<file path="src/rtl/prime_sequence_generator_if.sv">
// Output stream of the prime generator: valid/ready handshake carrying one prime value.
// The master drives out_valid/out_prime and the slave drives out_ready.
interface prime_sequence_generator_if #(
    parameter int unsigned WIDTH = 8
) ();
    logic             out_valid;
    logic             out_ready;
    logic [WIDTH-1:0] out_prime;

    modport master (output out_valid, output out_prime, input out_ready);
    modport slave  (input out_valid, input out_prime, output out_ready);
endinterface

</file>
<file path="src/rtl/prime_sequence_generator.sv">
// Prime sequence generator: sweeps candidates 2..2^WIDTH-1 in ascending order, tests each by
// trial division using repeated subtraction, and emits every prime on a valid/ready stream.
// Optional feature macro: PRIME_COUNT_EN adds the prime_count port (handshakes since start).
module prime_sequence_generator #(
    parameter int unsigned WIDTH = 8
) (
    input  logic                       clock,
    input  logic                       reset,
    input  logic                       start,
    prime_sequence_generator_if.master out_if,
    output logic                       busy,
    output logic                       done
`ifdef PRIME_COUNT_EN
    ,
    output logic [WIDTH-1:0]           prime_count
`endif
);
    localparam logic [WIDTH-1:0] CandMax   = {WIDTH{1'b1}};
    localparam logic [WIDTH-1:0] CandFirst = WIDTH'(2);

    typedef enum logic [2:0] {StIdle, StLoad, StTest, StMod, StEmit, StDone} state_e;

    state_e             state_q, state_d;
    logic [WIDTH-1:0]   cand_q, cand_d;
    logic [WIDTH-1:0]   div_q, div_d;
    logic [WIDTH-1:0]   rem_q, rem_d;
    // Set by an accepted start so the next LOAD begins the sweep at 2 instead of cand+1.
    logic               restart_q, restart_d;
    logic [2*WIDTH-1:0] div_sq;
    logic               start_ok;
    logic               handshake;
    logic               last_cand;
    logic               out_valid;
    logic [WIDTH-1:0]   out_prime;

    assign start_ok  = start && ((state_q == StIdle) || (state_q == StDone));
    assign handshake = (state_q == StEmit) && out_if.out_ready;
    assign last_cand = (cand_q == CandMax);
    // Full double-width square so the div*div > cand test can never overflow.
    assign div_sq    = (2*WIDTH)'(div_q) * (2*WIDTH)'(div_q);

    // State register.
    always_ff @(posedge clock or posedge reset) begin
        if (reset) begin
            state_q <= StIdle;
        end else begin
            state_q <= state_d;
        end
    end

    // Next-state logic.
    always_comb begin
        state_d = state_q;
        unique case (state_q)
            StIdle, StDone: if (start) state_d = StLoad;
            StLoad:         state_d = StTest;
            StTest:         state_d = (div_sq > (2*WIDTH)'(cand_q)) ? StEmit : StMod;
            StMod: begin
                if (rem_q >= div_q) begin
                    state_d = StMod;
                end else if (rem_q == '0) begin
                    state_d = last_cand ? StDone : StLoad;
                end else begin
                    state_d = StTest;
                end
            end
            StEmit:         if (handshake) state_d = last_cand ? StDone : StLoad;
            default:        state_d = StIdle;
        endcase
    end

    // Datapath registers: candidate, divisor, running remainder.
    always_ff @(posedge clock or posedge reset) begin
        if (reset) begin
            cand_q    <= '0;
            div_q     <= '0;
            rem_q     <= '0;
            restart_q <= 1'b0;
        end else begin
            cand_q    <= cand_d;
            div_q     <= div_d;
            rem_q     <= rem_d;
            restart_q <= restart_d;
        end
    end

    // Datapath next-state: one subtraction per MOD cycle, divisor bump on a nonzero remainder.
    always_comb begin
        cand_d    = cand_q;
        div_d     = div_q;
        rem_d     = rem_q;
        restart_d = restart_q;
        if (start_ok) restart_d = 1'b1;
        case (state_q)
            StLoad: begin
                cand_d    = restart_q ? CandFirst : cand_q + WIDTH'(1);
                div_d     = WIDTH'(2);
                rem_d     = cand_d;
                restart_d = 1'b0;
            end
            StTest: rem_d = cand_q;
            StMod: begin
                if (rem_q >= div_q) begin
                    rem_d = rem_q - div_q;
                end else if (rem_q != '0) begin
                    div_d = div_q + WIDTH'(1);
                end
            end
            default: ;
        endcase
    end

`ifdef PRIME_COUNT_EN
    logic [WIDTH-1:0] count_q, count_d;

    // Accepted-prime counter: cleared by an accepted start, held once the sweep is done.
    always_comb begin
        count_d = count_q;
        if (start_ok) begin
            count_d = '0;
        end else if (handshake) begin
            count_d = count_q + WIDTH'(1);
        end
    end

    // Counter register.
    always_ff @(posedge clock or posedge reset) begin
        if (reset) begin
            count_q <= '0;
        end else begin
            count_q <= count_d;
        end
    end

    assign prime_count = count_q;
`endif

    // Moore outputs decoded from the current state.
    always_comb begin
        out_valid = (state_q == StEmit);
        out_prime = out_valid ? cand_q : '0;
        busy      = (state_q == StLoad) || (state_q == StTest) ||
                    (state_q == StMod)  || (state_q == StEmit);
        done      = (state_q == StDone);
    end

    assign out_if.out_valid = out_valid;
    assign out_if.out_prime = out_prime;
endmodule

</file>
<file path="src/flat_wrapper.sv">
// flat-port wrapper written by rule: the top's interface ports become plain ports
module prime_sequence_generator_flat 
#(
    parameter int unsigned WIDTH = 8
)
  (clock, reset, start, busy, done, out_if_out_valid, out_if_out_prime, out_if_out_ready);
  prime_sequence_generator_if #(.WIDTH(WIDTH)) out_if_i ();
  input  logic clock;
  input  logic reset;
  input  logic start;
  output logic busy;
  output logic done;
  output wire logic [$bits(out_if_i.out_valid)-1:0] out_if_out_valid;
  output wire logic [$bits(out_if_i.out_prime)-1:0] out_if_out_prime;
  input wire logic [$bits(out_if_i.out_ready)-1:0] out_if_out_ready;
  assign out_if_out_valid = out_if_i.out_valid;
  assign out_if_out_prime = out_if_i.out_prime;
  assign out_if_i.out_ready = out_if_out_ready;
  prime_sequence_generator #(.WIDTH(WIDTH)) u_core (.clock(clock), .reset(reset), .start(start), .out_if(out_if_i), .busy(busy), .done(done));
endmodule
</file>
<file path="config.mk">
export PLATFORM = sky130hd
export DESIGN_NAME = prime_sequence_generator_flat
export DESIGN_NICKNAME = d
export VERILOG_FILES = /design/src/rtl/prime_sequence_generator_if.sv /design/src/rtl/prime_sequence_generator.sv /design/src/flat_wrapper.sv
export SDC_FILE = /design/constraint.sdc
export NUM_CORES = 1
export LEC_CHECK = 0
export ABC_AREA = 1
export ABC_CLOCK_PERIOD_IN_PS = 10620
export BUFFER_PORTS_ARGS = -buffer_cell sky130_fd_sc_hd__buf_2
export CAP_MARGIN = 25
export CORE_MARGIN = 2
export CORE_UTILIZATION = 30
export CTS_CLUSTER_SIZE = 24
export DETAILED_ROUTE_END_ITERATION = 8
export PLACE_DENSITY_LB_ADDON = 0.08
export REMOVE_ABC_BUFFERS = 1
export SYNTH_ARGS = -nofsm -noshare
export SYNTH_HDL_FRONTEND = slang
export SYNTH_SLANG_ARGS = --single-unit
</file>
<file path="constraint.sdc">
create_clock -name clock -period 10.62 [get_ports clock]
set_input_delay 2.124 -clock clock [delete_from_list [all_inputs] [get_ports clock]]
set_output_delay 2.124 -clock clock [all_outputs]
set_load 0.02 [all_outputs]
</file>
==> results of run 1 <==
==> layout by cell type, fill, tap and decap left out, types with 6 or more instances in the layout <==
master,synthesis,final
nand2_1,164,164
inv_1,117,117
nor2_1,57,57
ha_1,48,48
dfrtp_1,28,28
fa_1,26,26
nand3_1,25,25
a21oi_1,23,23
o21ai_0,19,19
buf_2,1,14
xor2_1,7,7
nand4_1,6,6
o21ai_1,6,6
==> metrics by stage <==
stage | utilization | std cells | power [mW]
3_5_place_dp | 0.3236 | 770 | 0.6610
6_report | 0.3304 | 774 | 0.7490
5_1_grt | 0.3304 | 774 | 0.8340
3_3_place_gp | 0.3236 | 770 | 0.6615
2_1_floorplan | - | 579 | 0.5321
4_1_cts | 0.3304 | 774 | 0.7600
==> sequential cells by signal (all words and copies together) (netlist names) <==
register          count
u_core.cand_q         8
u_core.div_q          8
u_core.rem_q          8
u_core.state_q        3
u_core.restart_q      1
==> cell families after synthesis <==
family	after synthesis	synth area share
fa+ha+maj	74	0.2797
compound gates	66	0.09398
flops	28	0.1748
xor+xnor	9	0.01967
simple gates	279	0.3019
buf+inv	133	0.1299
==> worst min-delay path, stage by stage, from the launching register on <==
cell and delay (ns):
dfrtp_1 0.38, nand2_1 0.06, nand2_1 0.06
==> final cells by class <==
class / count / area, um2 / share of cell area
tap: 176 / 220.2 / 0.05074
timing repair buffer: 15 / 77.57 / 0.01787
multi-input combinational: 428 / 2786 / 0.6420
sequential: 28 / 700.7 / 0.1614
clock buffer: 4 / 88.84 / 0.02047
inverter: 123 / 466.7 / 0.1075
==> power by group through the flow <==
stage               clock [mW]  sequential, mW  combinational [mW]
floorplan                    0           0.171               0.361
global placement             0           0.188               0.473
detailed placement           0           0.187               0.474
CTS                     0.0998           0.185               0.475
global route             0.104           0.192               0.538
finish                  0.0965           0.185               0.468
==> layer usage <==
layer | global-route usage | share of wire
met2 | 0.2689 | 0.48
met4 | 0.02500 | 0.0068
met3 | 0.009981 | 0.020
met5 | 0 | 0
met1 | 0.2180 | 0.49
==> final timing paths <==
kind                                             startpoint                       endpoint  slack [ns]
worst max register to register  u_core.div_q[4]$_DFFE_PP0P_  u_core.state_q[0]$_DFFE_PP0P_        5.84
worst min-delay path            u_core.rem_q[7]$_DFFE_PP0P_    u_core.rem_q[7]$_DFFE_PP0P_        0.53
max in group asynchronous                             reset   u_core.cand_q[3]$_DFFE_PP0P_        8.40
worst max-delay path            u_core.div_q[4]$_DFFE_PP0P_  u_core.state_q[0]$_DFFE_PP0P_        5.84
worst min register to register  u_core.rem_q[7]$_DFFE_PP0P_    u_core.rem_q[7]$_DFFE_PP0P_        0.53
min in group asynchronous                             reset    u_core.rem_q[6]$_DFFE_PP0P_        1.92
==> results.tsv, run 1 <==
stage	metric	value	unit
die	Die Ht	119.6	um
detailed_routing	WL per Instance	13.76	um
synth	top cell type's share of synthesized area	0.1748	
synth	Async S/R FF share, synth	1.000	
worst_setup_path	Bufs and invs on worst path	3	
sta	Slew headroom	0.6336	
global_routing	gr usage total	0.1557	
cells_and_area	filler instances	1461	
clocking	CTS root buf	clkbuf_16	
clocking	clock tree buffer depth	2	
synth	Netlist cell types	39	
sta	setup TNS	0	ns
synth	number of synthesized flops with an enable pin	0	
placement	DP Worst Slack	5.823	ns
synth	Post-synth top cells	nand2_1, inv_1, nor2_1	
sta	Final setup viols	0	
clocking	Worst-path clk slew	0.07	ns
die	num ports	15	
worst_setup_path	Crit-path slowest cell	dfrtp_1	
synth	count leader, synth	nand2_1	
placement	Placer Congestion	0.8664	
synth	number of synthesized register bits	28	
detailed_routing	Vias/cell	4.576	
clocking	# resized after CTS	0	
pwr	switching share of total power	0.5231	
die	Initial Util	0.3050	
detailed_routing	ANT nets after route	0	
pwr	sw power	0.3918	mW
outcome	status	finished, final reports clean	
worst_setup_path	R2R depth	25	
detailed_routing	routed wire length	10650	um
sta	final period utilization	0.4497	
cells_and_area	layout cell share with drive strength beyond 1	0.07023	
clocking	H-tree depth	1	
synth	cell taking the most area after synthesis	dfrtp_1	
worst_setup_path	crit start category	register	
worst_setup_path	worst endpoint required time	10.83	ns
synth	synthesized area	4008	um2
clocking	Post CTS Setup Buffer Count	0	
cells_and_area	ANT cells	0	
sta	Final Max Slew Viols	0	
worst_setup_path	critical path depth	25	
worst_setup_path	Setup CP Type	register to register	
synth	Synth Flop Type	dfrtp_1	
synth	post-synthesis sequential area ratio	0.1748	
die	Die ar.	14300	um2
placement	PortBufs	14	
worst_setup_path	cell family with most CP delay	adder cells	
pwr	Int Power	0.3572	mW
worst_setup_path	crit end category	register	
global_routing	vias in the first global route	3535	
synth	synth top area cells	dfrtp_1, nand2_1, ha_1	
sta	Hold Slack	0.5298	ns
pwr	Seq pwr share	0.247	
flow_run	Max Cap Viol	0	
pwr	PwrDens	172.6	nW/um2
placement	HPWL after DPL	9189	um
synth	Post-Synthesis Cells	589	
clocking	Num CTS Buffers	3	
sta	Fin. Hold Viols	0	
global_routing	first-pass GRT wire length	17860	um
detailed_routing	DR DRC count	0	
detailed_routing	DR vias	3542	
global_routing	largest net degree at the start of global routing	29	
cells_and_area	final net count	677	
die	num rows	42	
sta	clk_skew	0.007574	ns
clocking	worst skew pair latency	0.27	ns
global_routing	initial antenna violation count	0	
synth	Yosys warnings	0	
worst_setup_path	CP peak stage delay	0.54	ns
cells_and_area	post-layout instance area	4340	um2
sta	Worst-Margin Slew	0.5446	ns
detailed_routing	drt pass-1 iters	5	
worst_setup_path	CP dominant cell by count	nand2_1	
global_routing	Overflow after GRT	0	
placement	dpl cell area	4252	um2
pwr	Worst VDD drop	0.09055	mV
die	core footprint	13140	um2
clocking	CTS tree	yes	
hold_path	Hold WC Path Type	register to register	
clocking	# clock sinks	28	
pwr	clock power share	0.129	
sta	Final min period	4.775	ns
worst_setup_path	crit-path max FO	10	
worst_setup_path	Critical Path AT	4.98	ns
clocking	# hold bufs at CTS	0	
sta	fmax	209.4	MHz
cells_and_area	Syn-to-layout area delta	8.305	%
sta	RSZ-0062 raised after global routing	false	
hold_path	hold depth	2	
pwr	Static Leakage	2.483	nW
synth	Syn Area/Cell	6.804	um2
detailed_routing	Iter 0 DRT Violations	164	
sta	worst setup margin	5.845	ns
pwr	combinational group share of total power	0.624	
die	Die X	119.6	um
(Power assumes the default switching activity.)
==> run 2: changes to the inputs <==
- ABC_CLOCK_PERIOD_IN_PS: 10620 -> 4550
- clock period: 10.62 -> 4.55 ns (I/O delays scaled with it)
==> run 2 against run 1 <==
Die area unchanged. Sequential cell count unchanged. Non-clock buffer count increased by 38. Global-route usage decreased by 0.18 points. First-iteration DRC count increased by 19%. Power increased by 140%. Via count increased by 4.8%. Worst hold slack got worse by 0.0097 ns. Worst setup slack got worse by 5.7 ns. Final cell count increased by 4.8%. Clock skew decreased by 0.0040 ns. Largest cell class unchanged.
==> results.tsv, run 2 (synthesis results as in run 1) <==
stage	metric	value	unit
global_routing	gr busiest metal	met2	
sta	Fin. Hold Viols	0	
worst_setup_path	Setup CP Type	register to register	
die	Die Ht	119.6	um
worst_setup_path	crit-path max FO	4	
pwr	Static Leakage	2.676	nW
detailed_routing	Vias/cell	4.576	
placement	PortBufs	14	
worst_setup_path	crit end category	register	
placement	HPWL after DPL	9191	um
cells_and_area	top flop regs	u_core.cand_q x8, u_core.div_q x8, u_core.rem_q x8	
outcome	status	finished, final reports clean	
clocking	CTS tree	yes	
worst_setup_path	Critical Path AT	4.52	ns
clocking	CTS root buf	clkbuf_16	
clocking	# hold bufs at CTS	0	
cells_and_area	Syn-to-layout area delta	20.89	%
die	Die ar.	14300	um2
flow_run	Max Cap Viol	0	
detailed_routing	drt pass-1 iters	5	
sta	Final Max Slew Viols	0	
cells_and_area	filler instances	1465	
global_routing	met1 Usage GRT	0.2014	
clocking	H-tree depth	1	
clocking	# clock sinks	28	
worst_setup_path	CP peak stage delay	0.55	ns
pwr	PwrDens	365.3	nW/um2
detailed_routing	DR DRC count	0	
cells_and_area	ANT cells	0	
cells_and_area	post-layout instance area	4845	um2
sta	Worst-Margin Slew	0.6339	ns
detailed_routing	routed wire length	10710	um
cells_and_area	final net count	715	
global_routing	largest net degree at the start of global routing	29	
global_routing	gr usage total	0.1539	
placement	Placer Congestion	0.9140	
clocking	Worst-path clk slew	0.07	ns
global_routing	initial antenna violation count	0	
worst_setup_path	CP dominant cell by count	nand2_1	
placement	dpl cell area	4477	um2
sta	Final min period	4.365	ns
die	num ports	15	
cells_and_area	commonest non-fill, non-tap cell in the layout	nand2_1	
cells_and_area	layout cell share with drive strength beyond 1	0.2031	
cells_and_area	multi-input gate area in the final layout	2987	um2
sta	Final setup viols	0	
sta	worst setup margin	0.1846	ns
sta	final period utilization	0.9594	
sta	fmax	229.1	MHz
sta	clk_skew	0.003597	ns
worst_setup_path	worst endpoint required time	4.71	ns
sta	Slew headroom	0.5735	
cells_and_area	most frequent cells in the layout	nand2_1, inv_1, nor2_1, ha_1, buf_4	
die	Initial Util	0.3050	
cells_and_area	FF/Latch Area	709.4	um2
clocking	worst skew pair latency	0.26	ns
placement	DP Worst Slack	-0.05851	ns
die	num rows	42	
global_routing	Overflow after GRT	0	
detailed_routing	WL per Instance	13.21	um
die	Die X	119.6	um
pwr	Worst VDD drop	0.2565	mV
die	core footprint	13140	um2
detailed_routing	Iter 0 DRT Violations	195	
detailed_routing	DR vias	3711	
global_routing	vias in the first global route	3701	
worst_setup_path	Crit-path slowest cell	fa_1	
detailed_routing	ANT nets after route	0	
clocking	clock tree buffer depth	2	
global_routing	GRT met2 Usage	0.2779	
hold_path	Hold WC Path Type	register to register	
clocking	Num CTS Buffers	3	
worst_setup_path	crit path cell chain	buf_4 -> buf_4 -> fa_1 -> fa_1 -> inv_1 -> fa_1 -> fa_1 -> inv_1 -> ha_4 -> nand2_1 -> nor2_1 -> nand2_1 -> nand2_1 -> nand2_1 -> nand2_1 -> nand3_1 -> nor2_1 -> buf_4 -> nand3_1 -> nand2_1 -> nand2_1 -> nand2_1 -> nand2_1	
global_routing	M3 GR Usage	0.007605	
worst_setup_path	crit start category	register	
global_routing	first-pass GRT wire length	17760	um
## run 2: cell types whose count changed in the layout (fill, tap and decap cells not counted), sizes merged
cell,previous run,this run
clkbuf,4,3
buf,15,53
## run 2: cell type report
type / count / share of cell area
tap: 176 / 0.04545
clock buffer: 3 / 0.01550
multi-input combinational: 428 / 0.6165
inverter: 123 / 0.09633
timing repair buffer: 53 / 0.07980
sequential: 28 / 0.1464
## run 2: worst paths after layout
path	startpoint	end	slack, ns	depth (start not counted)
max	u_core.div_q[4]$_DFFE_PP0P_	u_core.state_q[2]$_DFFE_PP0P_	0.18	23
min reg2reg	u_core.rem_q[0]$_DFFE_PP0P_	u_core.rem_q[0]$_DFFE_PP0P_	0.52	2
max in group asynchronous	reset	u_core.div_q[6]$_DFFE_PP0P_	3.54	3
max reg2reg	u_core.div_q[4]$_DFFE_PP0P_	u_core.state_q[2]$_DFFE_PP0P_	0.18	23
min in group asynchronous	reset	u_core.rem_q[6]$_DFFE_PP0P_	0.69	3
min	u_core.rem_q[0]$_DFFE_PP0P_	u_core.rem_q[0]$_DFFE_PP0P_	0.52	2
## run 2: layer usage
| metal | up-vias | wire length, um | share of wire |
|---|---|---|---|
| met5 | - | 0 | 0 |
| met4 | 0 | 187 | 0.017 |
| met3 | 12 | 183 | 0.017 |
| met2 | 44 | 5338 | 0.50 |
| met1 | 1734 | 5003 | 0.47 |
| li1 | 1921 | - | - |
## run 2: through the flow
step	utilization	setup TNS, ns	cells	power [mW]	hold WS, ns
after floorplan	-	0	579	1.242	0.4726
after global placement	0.3408	-0.01347	800	1.543	0.5081
after detailed placement	0.3408	-0.08743	800	1.537	0.5108
after CTS	0.3504	0	804	1.756	0.5264
after global routing	0.3688	-0.01452	811	1.977	0.5527
final	0.3688	0	811	1.770	0.5201
## run 2: what timing repair did
item | 4_1_cts | 5_1_grt
endpoints found under the hold margin | 0 | 0
setup buffers | 1 | 8
resized for setup | 7 | 50
pin swaps | 0 | 39
endpoints found under the setup margin | 2 | 3
## run 2: report_power, final
| part | leakage (nW) | switching, mW | internal (mW) |
|---|---|---|---|
| clock network | 0.0370 | 0.0862 | 0.117 |
| registers | 0.358 | 0.101 | 0.326 |
| logic | 2.28 | 0.718 | 0.421 |
## run 2: critical path: cells and delay by family, from the launching register on
family                     cells  cell delay, ns
adders and majority gates      5            2.32
buffers and inverters          5            0.55
and+or+nand+nor               13            0.96
DFF                            1            0.44
==> run 3: changes to the inputs <==
- CELL_PAD_IN_SITES_DETAIL_PLACEMENT: unset -> 1
- CELL_PAD_IN_SITES_GLOBAL_PLACEMENT: unset -> 1
==> run 3 against run 2 <==
Maximum frequency fell by 0.45%. Via count rose by 1.7%. Final area fell by 0.28%. Critical path depth did not move. Clock skew barely moved. Die area did not move. Final cell count did not move. First-iteration DRC count fell by 62%. Worst hold slack improved by 0.016 ns. Largest cell class unchanged. Largest power group unchanged.
==> results.tsv, run 3 (synthesis results as in run 1) <==
stage	metric	value	unit
outcome	status	finished, final reports clean	
worst_setup_path	critical path depth	23	
sta	fmax	228.0	MHz
sta	clk_skew	0.003362	ns
worst_setup_path	flop2flop setup slack	0.16	ns
cells_and_area	commonest non-fill, non-tap cell in the layout	nand2_1	
pwr	sw power	0.9406	mW
die	core footprint	13140	um2
placement	Placer Congestion	0.8538	
flow_run	Max Cap Viol	0	
placement	HPWL after DPL	10370	um
cells_and_area	ANT cells	0	
detailed_routing	drt pass-1 iters	4	
worst_setup_path	Worst R2R Start	u_core.div_q[3]$_DFFE_PP0P_	
pwr	Static Leakage	2.688	nW
pwr	Worst VDD drop	0.3256	mV
sta	Final min period	4.385	ns
global_routing	vias in the first global route	4123	
clocking	H-tree depth	1	
worst_setup_path	worst endpoint required time	4.76	ns
global_routing	Overflow after GRT	0	
worst_setup_path	Crit-path slowest cell	fa_2	
worst_setup_path	crit end category	register	
detailed_routing	DR DRC count	0	
clocking	# hold bufs at CTS	0	
detailed_routing	WL per Instance	15.04	um
die	Die Ht	119.6	um
placement	dpl cell area	4484	um2
detailed_routing	routed wire length	12200	um
die	Die X	119.6	um
worst_setup_path	Critical Path AT	4.60	ns
worst_setup_path	RR Endpoint	u_core.state_q[0]$_DFFE_PP0P_	
die	Initial Util	0.3050	
clocking	worst skew pair latency	0.27	ns
sta	Final setup viols	0	
cells_and_area	Syn-to-layout area delta	20.54	%
detailed_routing	DR vias	3773	
sta	Worst-Margin Slew	0.6495	ns
worst_setup_path	cell family with most CP delay	adder cells	
pwr	clock power share	0.115	
sta	RSZ-0062 raised after global routing	true	
worst_setup_path	Bufs and invs on worst path	5	
clocking	CTS tree	yes	
cells_and_area	top flop regs	u_core.cand_q x8, u_core.div_q x8, u_core.rem_q x8	
pwr	PwrDens	374.0	nW/um2
sta	Fin. Hold Viols	0	
global_routing	first-pass GRT wire length	20020	um
cells_and_area	Non-Filler Instances	811	
hold_path	hold depth	2	
placement	dpl cells	801	
detailed_routing	ANT nets after route	0	
pwr	combinational group share of total power	0.647	
detailed_routing	Iter 0 DRT Violations	75	
clocking	Worst-path clk slew	0.07	ns
worst_setup_path	CP startpoint	u_core.div_q[3]$_DFFE_PP0P_	
hold_path	Hold WC Path Type	register to register	
die	Die ar.	14300	um2
worst_setup_path	crit path to	u_core.state_q[0]$_DFFE_PP0P_	
clocking	Num CTS Buffers	3	
pwr	Int Power	0.8660	mW
sta	Final Max Slew Viols	0	
cells_and_area	most frequent cells in the layout	nand2_1, inv_1, nor2_1, ha_1, buf_4	
global_routing	initial antenna violation count	0	
worst_setup_path	CP peak stage delay	0.59	ns
cells_and_area	post-layout instance area	4831	um2
worst_setup_path	crit start category	register	
pwr	switching share of total power	0.5206	
global_routing	gr usage total	0.1765	
pwr	Power, Total	1.807	mW
pwr	Seq pwr share	0.238	
clocking	clock tree buffer depth	2	
worst_setup_path	CP dominant cell by count	nand2_1	
global_routing	largest net degree at the start of global routing	29	
detailed_routing	Vias/cell	4.652	
clocking	CTS root buf	clkbuf_16	
cells_and_area	layout cell share with drive strength beyond 1	0.1937	
worst_setup_path	Setup CP Type	register to register	
worst_setup_path	R2R depth	23	
placement	PortBufs	14	
die	num ports	15	
worst_setup_path	crit path cell chain	buf_4 -> nand2_1 -> inv_1 -> fa_1 -> fa_2 -> inv_1 -> fa_1 -> fa_1 -> inv_1 -> ha_4 -> nand2_2 -> nor2_1 -> nand2_1 -> nand2_2 -> nand2_1 -> nand2_1 -> nand3_1 -> nor2_1 -> buf_4 -> nand4_1 -> nand2_1 -> nand2_1 -> nand2_1	
cells_and_area	final net count	715	
worst_setup_path	crit-path max FO	5	
die	num rows	42	
sta	Slew headroom	0.5630	
clocking	# clock sinks	28	
sta	final period utilization	0.9637	
[run 3: cell counts in the layout (fill, tap and decap cells not counted)]
No cell type changed its count.
[run 3: worst min-delay path by stage]
| stage | start | end | slack [ns] |
|---|---|---|---|
| 2_1_floorplan | u_core.rem_q[0]$_DFFE_PP0P_ | u_core.rem_q[0]$_DFFE_PP0P_ | 0.47 |
| 3_3_place_gp | u_core.rem_q[0]$_DFFE_PP0P_ | u_core.rem_q[0]$_DFFE_PP0P_ | 0.51 |
| 3_5_place_dp | u_core.rem_q[7]$_DFFE_PP0P_ | u_core.rem_q[7]$_DFFE_PP0P_ | 0.52 |
| 4_1_cts | u_core.rem_q[0]$_DFFE_PP0P_ | u_core.rem_q[0]$_DFFE_PP0P_ | 0.54 |
| 5_1_grt | u_core.rem_q[7]$_DFFE_PP0P_ | u_core.rem_q[7]$_DFFE_PP0P_ | 0.57 |
| 6_report | u_core.rem_q[0]$_DFFE_PP0P_ | u_core.rem_q[0]$_DFFE_PP0P_ | 0.54 |
[run 3: tightest hold or removal path: cells and delay by family (launching register included)]
| family | cells | cell delay (ns) |
|---|---|---|
| AOI/OAI and AO/OA | 1 | 0.06 |
| and+or+nand+nor | 1 | 0.06 |
| DFF | 1 | 0.37 |
[run 3: timing repair]
item | 4_1_cts | 5_1_grt
endpoints found under the setup margin | 3 | 3
gates resized for setup | 9 | 48
pin swaps | 2 | 38
buffers inserted | 2 | 5
gates cloned | 0 | 0
[run 3: power groups by stage]
stage	Sequential, mW	Clock [mW]	Combinational, mW
final	0.430	0.209	1.17
after detailed placement	0.433	0	1.15
after CTS	0.428	0.217	1.17
after global routing	0.442	0.224	1.35
after global placement	0.433	0	1.12
after floorplan	0.399	0	0.843
[run 3: through the flow]
stage,util,hold slack (ns),worst slack (ns),setup TNS (ns)
4_1_cts,0.3512,0.5369,0.003604,0
3_3_place_gp,0.3413,0.5069,-0.01898,-0.01898
5_1_grt,0.3677,0.5684,-0.1258,-0.2041
3_5_place_dp,0.3413,0.5189,-0.1088,-0.2192
2_1_floorplan,-,0.4726,0.1522,0
6_report,0.3677,0.5362,0.1650,0
[run 3: per-layer routing]
metal	track usage	wire, um	up-vias
met4	0.06029	262	0
met2	0.3214	6392	23
met1	0.2192	5414	1815
li1	-	-	1921
met5	0	0	-
met3	0.01331	128	14
[run 3: cell type report]
| class | count | area (um2) |
|---|---|---|
| flip-flops and latches | 28 | 709.4 |
| inverters | 123 | 466.7 |
| clock buffers | 3 | 75.07 |
| fillers | 1699 | 8307 |
| well taps | 176 | 220.2 |
| multi-input cells | 428 | 2989 |
| repair buffers | 53 | 370.4 |
